<file path="src/rtl/block_uart_serializer.sv">
// Feeds a wide data block, one byte at a time, into a byte-level UART transmitter.
// Follows the tx_start / tx_busy handshake and pulses done when the last frame ends.
module block_uart_serializer #(
    parameter int NUM_BYTES  = 64,
    parameter bit MSB_FIRST  = 1'b0,
    parameter int GAP_CYCLES = 0
) (
    input  logic                               clk,
    input  logic                               rst_n,
    input  logic                               blk_valid,
    input  logic [NUM_BYTES*8-1:0]             blk_data,
    output logic                               blk_ready,
    output logic                               tx_start,
    output logic [7:0]                         tx_data,
    input  logic                               tx_busy,
    output logic                               busy,
    output logic                               done,
    output logic [$clog2(NUM_BYTES+1)-1:0]     byte_idx
);

    // state     | meaning
    // IDLE      | blk_ready high, waiting for a block handshake
    // LOAD      | present current byte on tx_data, wait for transmitter idle
    // START     | tx_start high for this one cycle
    // WAIT_ACK  | wait for the transmitter to raise tx_busy
    // WAIT_DONE | wait for tx_busy to fall (frame end), then advance
    // GAP       | inter-byte idle time, down-counted
    // FINISH    | done pulse, release busy, return to IDLE

    localparam int W     = NUM_BYTES * 8;
    localparam int IDX_W = $clog2(NUM_BYTES + 1);
    localparam logic [IDX_W-1:0] LAST_IDX = IDX_W'(NUM_BYTES - 1);
    localparam logic [15:0] GAP_LOAD = (GAP_CYCLES > 0) ? 16'(GAP_CYCLES - 1) : 16'd0;

    typedef enum logic [2:0] {
        S_IDLE, S_LOAD, S_START, S_WAIT_ACK, S_WAIT_DONE, S_GAP, S_FINISH
    } state_t;

    state_t            state_q, state_d;
    logic [W-1:0]      shreg_q, shreg_d;
    logic [IDX_W-1:0]  idx_q, idx_d;
    logic [15:0]       gap_cnt_q, gap_cnt_d;
    logic              blk_ready_q, blk_ready_d;
    logic              tx_start_q, tx_start_d;
    logic [7:0]        tx_data_q, tx_data_d;
    logic              busy_q, busy_d;
    logic              done_q, done_d;
    logic [7:0]        cur_byte;

    // The byte to send always sits at the shift register end selected by MSB_FIRST.
    assign cur_byte = MSB_FIRST ? shreg_q[W-1 -: 8] : shreg_q[7:0];

    always_comb begin
        state_d     = state_q;
        shreg_d     = shreg_q;
        idx_d       = idx_q;
        gap_cnt_d   = gap_cnt_q;
        blk_ready_d = blk_ready_q;
        tx_start_d  = 1'b0;
        tx_data_d   = tx_data_q;
        busy_d      = busy_q;
        done_d      = 1'b0;
        case (state_q)
            S_IDLE: begin
                blk_ready_d = 1'b1;
                if (blk_valid && blk_ready_q) begin
                    shreg_d     = blk_data;
                    idx_d       = '0;
                    busy_d      = 1'b1;
                    blk_ready_d = 1'b0;
                    state_d     = S_LOAD;
                end
            end
            S_LOAD: begin
                tx_data_d = cur_byte;
                if (!tx_busy) begin
                    tx_start_d = 1'b1;
                    state_d    = S_START;
                end
            end
            S_START: state_d = S_WAIT_ACK;
            S_WAIT_ACK: begin
                if (tx_busy) state_d = S_WAIT_DONE;
            end
            S_WAIT_DONE: begin
                if (!tx_busy) begin
                    shreg_d = MSB_FIRST ? (shreg_q << 8) : (shreg_q >> 8);
                    idx_d   = idx_q + IDX_W'(1);
                    if (idx_q == LAST_IDX) begin
                        done_d  = 1'b1;
                        state_d = S_FINISH;
                    end else if (GAP_CYCLES > 0) begin
                        gap_cnt_d = GAP_LOAD;
                        state_d   = S_GAP;
                    end else begin
                        state_d = S_LOAD;
                    end
                end
            end
            S_GAP: begin
                if (gap_cnt_q == 16'd0) state_d = S_LOAD;
                else gap_cnt_d = gap_cnt_q - 16'd1;
            end
            S_FINISH: begin
                busy_d      = 1'b0;
                idx_d       = '0;
                blk_ready_d = 1'b1;
                state_d     = S_IDLE;
            end
            default: state_d = S_IDLE;
        endcase
    end

    always_ff @(posedge clk or negedge rst_n) begin
        if (!rst_n) begin
            state_q     <= S_IDLE;
            shreg_q     <= '0;
            idx_q       <= '0;
            gap_cnt_q   <= 16'd0;
            blk_ready_q <= 1'b0;
            tx_start_q  <= 1'b0;
            tx_data_q   <= 8'h00;
            busy_q      <= 1'b0;
            done_q      <= 1'b0;
        end else begin
            state_q     <= state_d;
            shreg_q     <= shreg_d;
            idx_q       <= idx_d;
            gap_cnt_q   <= gap_cnt_d;
            blk_ready_q <= blk_ready_d;
            tx_start_q  <= tx_start_d;
            tx_data_q   <= tx_data_d;
            busy_q      <= busy_d;
            done_q      <= done_d;
        end
    end

    assign blk_ready = blk_ready_q;
    assign tx_start  = tx_start_q;
    assign tx_data   = tx_data_q;
    assign busy      = busy_q;
    assign done      = done_q;
    assign byte_idx  = idx_q;

endmodule

</file>
<file path="config.mk">
export PLATFORM = sky130hd
export DESIGN_NAME = block_uart_serializer
export DESIGN_NICKNAME = d
export VERILOG_FILES = /design/src/rtl/block_uart_serializer.sv
export SDC_FILE = /design/constraint.sdc
export NUM_CORES = 1
export LEC_CHECK = 0
export BUFFER_PORTS_ARGS = -buffer_cell sky130_fd_sc_hd__buf_2
export CORE_AREA = 8 8 222 224
export CTS_CLUSTER_DIAMETER = 120
export DETAILED_ROUTE_END_ITERATION = 6
export DIE_AREA = 0 0 230 232
export GPL_TIMING_DRIVEN = 0
export PLACE_DENSITY = 0.9
export SLEW_MARGIN = 20
export SYNTH_ARGS = -nofsm -noshare
export SYNTH_HDL_FRONTEND = slang
export SYNTH_SLANG_ARGS = --single-unit
</file>
<file path="constraint.sdc">
create_clock -name clk -period 2.2 [get_ports clk]
set_input_delay 0.33 -clock clk [delete_from_list [all_inputs] [get_ports clk]]
set_output_delay 0.33 -clock clk [all_outputs]
set_load 0.05 [all_outputs]
</file>
==> results by group <==
Status
  • Result of the run: finished, final reports clean

Critical path
  • Crit Path Max Fanout: 10
  • Critical Path RT: approximately 2700 ps
  • List of cells traversed by the critical path: buf_4 -> or3b_2 -> buf_6 -> clkbuf_4 -> buf_4 -> mux2i_1 -> o21ai_1
  • Biggest cell delay along the critical path: 470 ps
  • Element type at the critical path start: flop
  • Number of buffers and inverters on the critical path: 4
  • Data arrival time of the critical path: 2610 ps
  • Delay-heaviest family, CP: buffers and inverters
  • Crit Path Class: flop to flop
  • Most frequent cell on the critical path: sky130_fd_sc_hd__buf_4
  • Kind of end point of the critical path: flop
  • Cell with the largest stage delay on the worst path: sky130_fd_sc_hd__or3b_2

Layout
  • Area added between synthesis and finish: 24.7%
  • Total non-filler cell area in the finished layout: just over 30000 sq um
  • Final-stage net count: 3512
  • Leading cell type in the layout, fill and taps excluded: sky130_fd_sc_hd__buf_2
  • Commonest cells after routing, fill and taps aside: sky130_fd_sc_hd__buf_2, sky130_fd_sc_hd__dfrtp_1, sky130_fd_sc_hd__nand2_1
  • Final standard cell count with taps included and fillers excluded: ~3700
  • Finished Core Util: 67.7%
  • Proportion of layout cells with a drive suffix above 1: 25.6%

STA
  • Worst setup skew after layout: between 20 and 30 ps
  • Max frequency: roughly 460 MHz
  • Max-slew violation total from the final report: 0
  • Worst slew slack as a fraction of its limit: a little under half
  • Final min period: between 2000 and 2500 ps
  • Setup TNS Final: 0 ps
  • Count of endpoints failing setup in the final report: 0
  • Setup slack of the critical path after layout: around 32 ps
  • Final Hold Viols: 0
  • Final worst path period share: a little under 100%
  • Transition time at the pin with the least slew margin: about 800 ps
  • Worst-case hold slack: approximately 24 ps

Yosys
  • Ys flop type: sky130_fd_sc_hd__dfrtp_1
  • Asr flop ratio synth: between 90% and 100%
  • Synth area leaders: sky130_fd_sc_hd__dfrtp_1, sky130_fd_sc_hd__mux2i_1, sky130_fd_sc_hd__o21ai_0
  • Yosys warning count: 0
  • Post-Syn Area: 24900 sq um
  • Net Count, Synth: roughly 2900
  • Sequential fraction of the synthesis area: a little under three fifths
  • Synth area leader: sky130_fd_sc_hd__dfrtp_1
  • Share of the synthesized area in the top cell type: about 55%
  • Post-synthesis cell count: roughly 2400
  • Synth unique cells: between 40 and 50
  • Number of register bits inferred by synthesis: 550
  • Avg Inst Size Synth: about 11 sq um
  • Number of flops mapped to enable cells by yosys: 0

GRT
  • First-pass GRT wire length: roughly 120000 microns
  • Final global-route overflow total: 0
  • Maximum number of pins on one net before global-route repair: approximately 100
  • Number of antenna violations at the first check in global routing: a little over 40
  • Global Route Usage Sum: between 20% and 30%
  • Number of global-route vias before repair: between 20000 and 25000

Detailed routing
  • Via count: between 20000 and 25000
  • Sum of routed wire length over all layers: 81000 microns
  • Pre-antenna DRT Iters: 5
  • Vias per inst: 5.88
  • DRC violations left: 0
  • Number of routed nets with antenna violations: 0
  • DRT iter0 DRCs: between 2000 and 2500
  • Average detailed-routed wire length per instance: about 22 microns

Clocking
  • Maximum level of the CTS H-tree: 2
  • Clock-pin slew of the registers on the worst-case setup and hold paths: roughly 70 ps
  • Insertion delay of the later-clocked pin in the worst-skew pair: 610 ps
  • TritonCTS clock tree: built
  • Root Buffer Master: sky130_fd_sc_hd__clkbuf_16
  • Maximum clock insertion buffer count: 3
  • Clk sinks: between 500 and 600
  • Clock buffer count from CTS: 55

Floorplan
  • Chip Height: 232 microns
  • Initial Utilization: ~54%
  • Top-level I/O count: roughly 540
  • Cell Rows: 79
  • Horiz. Die Dim: ~230 microns
  • Core footprint: ~46000 sq um
  • Die Outline Area: approximately 53000 sq um

Worst hold path
  • Worst hold path class: input port to flop

Pwr
  • Total Power Consumption: 37.6 mW
  • Leakage: 18.0 nW
  • PwrDens: approximately 1200 nW/um^2
  • Max VDD drop: ~0.76 mV

Placed design
  • Cell count after placement: around 3500
  • HPWL after DPL: 58200 microns
  • Number of port buffers: about 530
  • Pre-CTS WS: -538 ps
  • GP Congestion: around 0.93
  • Post-Place Cell Area: approximately 29000 sq um

Run
  • Maximum capacitance violations: 0
-- power by group --
group	total, mW	switching (mW)	internal [mW]
logic	10.8	6.53	4.23
registers	17.4	2.83	14.6
clock network	9.45	3.99	5.45
-- registers in the layout, summed over array words and instances (netlist names) --
signal / cells
tx_start: 1
byte_idx: 7
gap_cnt_q: 16
tx_data: 8
busy: 1
done: 1
state_q: 3
shreg_q: 512
blk_ready: 1
-- final cells by class --
| cell class | instances | area, sq um |
|---|---|---|
| inverters | 5 | 18.8 |
| plain buffers | 173 | 988 |
| repair buffers | 572 | 3140 |
| diodes | 35 | 87.6 |
| multi-input cells | 1637 | 10500 |
| clock buffers | 81 | 1590 |
| fillers | 3181 | 14800 |
| clock inverters | 13 | 180 |
| flip-flops and latches | 550 | 13800 |
| well taps | 607 | 759 |
-- path summary, 6_finish.rpt --
check | depth (start not counted) | endpoint | slack [ps] | start
min reg2reg | 2 | shreg_q[165]$_DFFE_PN0P_ | 480 | shreg_q[165]$_DFFE_PN0P_
max in group asynchronous | 4 | shreg_q[32]$_DFFE_PN0P_ | 430 | rst_n
min | 3 | shreg_q[387]$_DFFE_PN0P_ | 20 | blk_data[387]
max reg2reg | 7 | shreg_q[316]$_DFFE_PN0P_ | 30 | state_q[2]$_DFFE_PN0P_
max | 7 | shreg_q[316]$_DFFE_PN0P_ | 30 | state_q[2]$_DFFE_PN0P_
min in group asynchronous | 2 | shreg_q[319]$_DFFE_PN0P_ | 340 | rst_n
-- per-layer routing --
metal,share of wire [%],global-route usage (%)
met5,0.24,0
met4,5.3,13.6
met3,9.1,7.22
met2,48,48.9
met1,37,35.5
-- worst min-delay path, cell delays in order --
cell and delay, ps:
sky130_fd_sc_hd__buf_2 80, sky130_fd_sc_hd__mux2i_1 60, sky130_fd_sc_hd__o21ai_0 130
-- cell usage after synthesis, types with 3 or more instances --
library cell	number
sky130_fd_sc_hd__nor3_1	6
sky130_fd_sc_hd__a31oi_1	3
sky130_fd_sc_hd__buf_2	93
sky130_fd_sc_hd__nor4_1	5
sky130_fd_sc_hd__o31ai_1	8
sky130_fd_sc_hd__mux2i_1	505
sky130_fd_sc_hd__buf_1	6
sky130_fd_sc_hd__nand4_1	3
sky130_fd_sc_hd__dfrtp_1	550
sky130_fd_sc_hd__nand2_1	511
sky130_fd_sc_hd__inv_1	5
sky130_fd_sc_hd__nor2_1	10
sky130_fd_sc_hd__o21ai_0	510
sky130_fd_sc_hd__xor2_1	12
sky130_fd_sc_hd__mux2_2	9
sky130_fd_sc_hd__clkbuf_1	75
sky130_fd_sc_hd__a22o_1	9
sky130_fd_sc_hd__a21oi_1	8
sky130_fd_sc_hd__or3_1	5
-- repair_timing --
| item | in CTS | in global routing |
|---|---|---|
| buffers inserted | 1 | 4 |
| gates resized for setup | 52 | 123 |
| gates cloned | 0 | 0 |
| hold buffers | 28 | 0 |
| hold endpoints to repair | 113 | 0 |
| pin swaps | 0 | 2 |
| endpoints found under the setup margin | 509 | 449 |
-- cell families (layout without fill, tap and decap cells) --
logic type / Yosys count / in the layout / synth area share (%)
fa+ha+maj: 2 / 2 / 0.100
simple gates: 562 / 562 / 9.07
compound gates: 545 / 545 / 11.3
flops: 550 / 550 / 55.2
mux: 514 / 514 / 20.7
buf+inv: 179 / 844 / 3.16
xor+xnor: 14 / 14 / 0.492
other cells: 0 / 35 / 0
(Power assumes the default switching activity.)
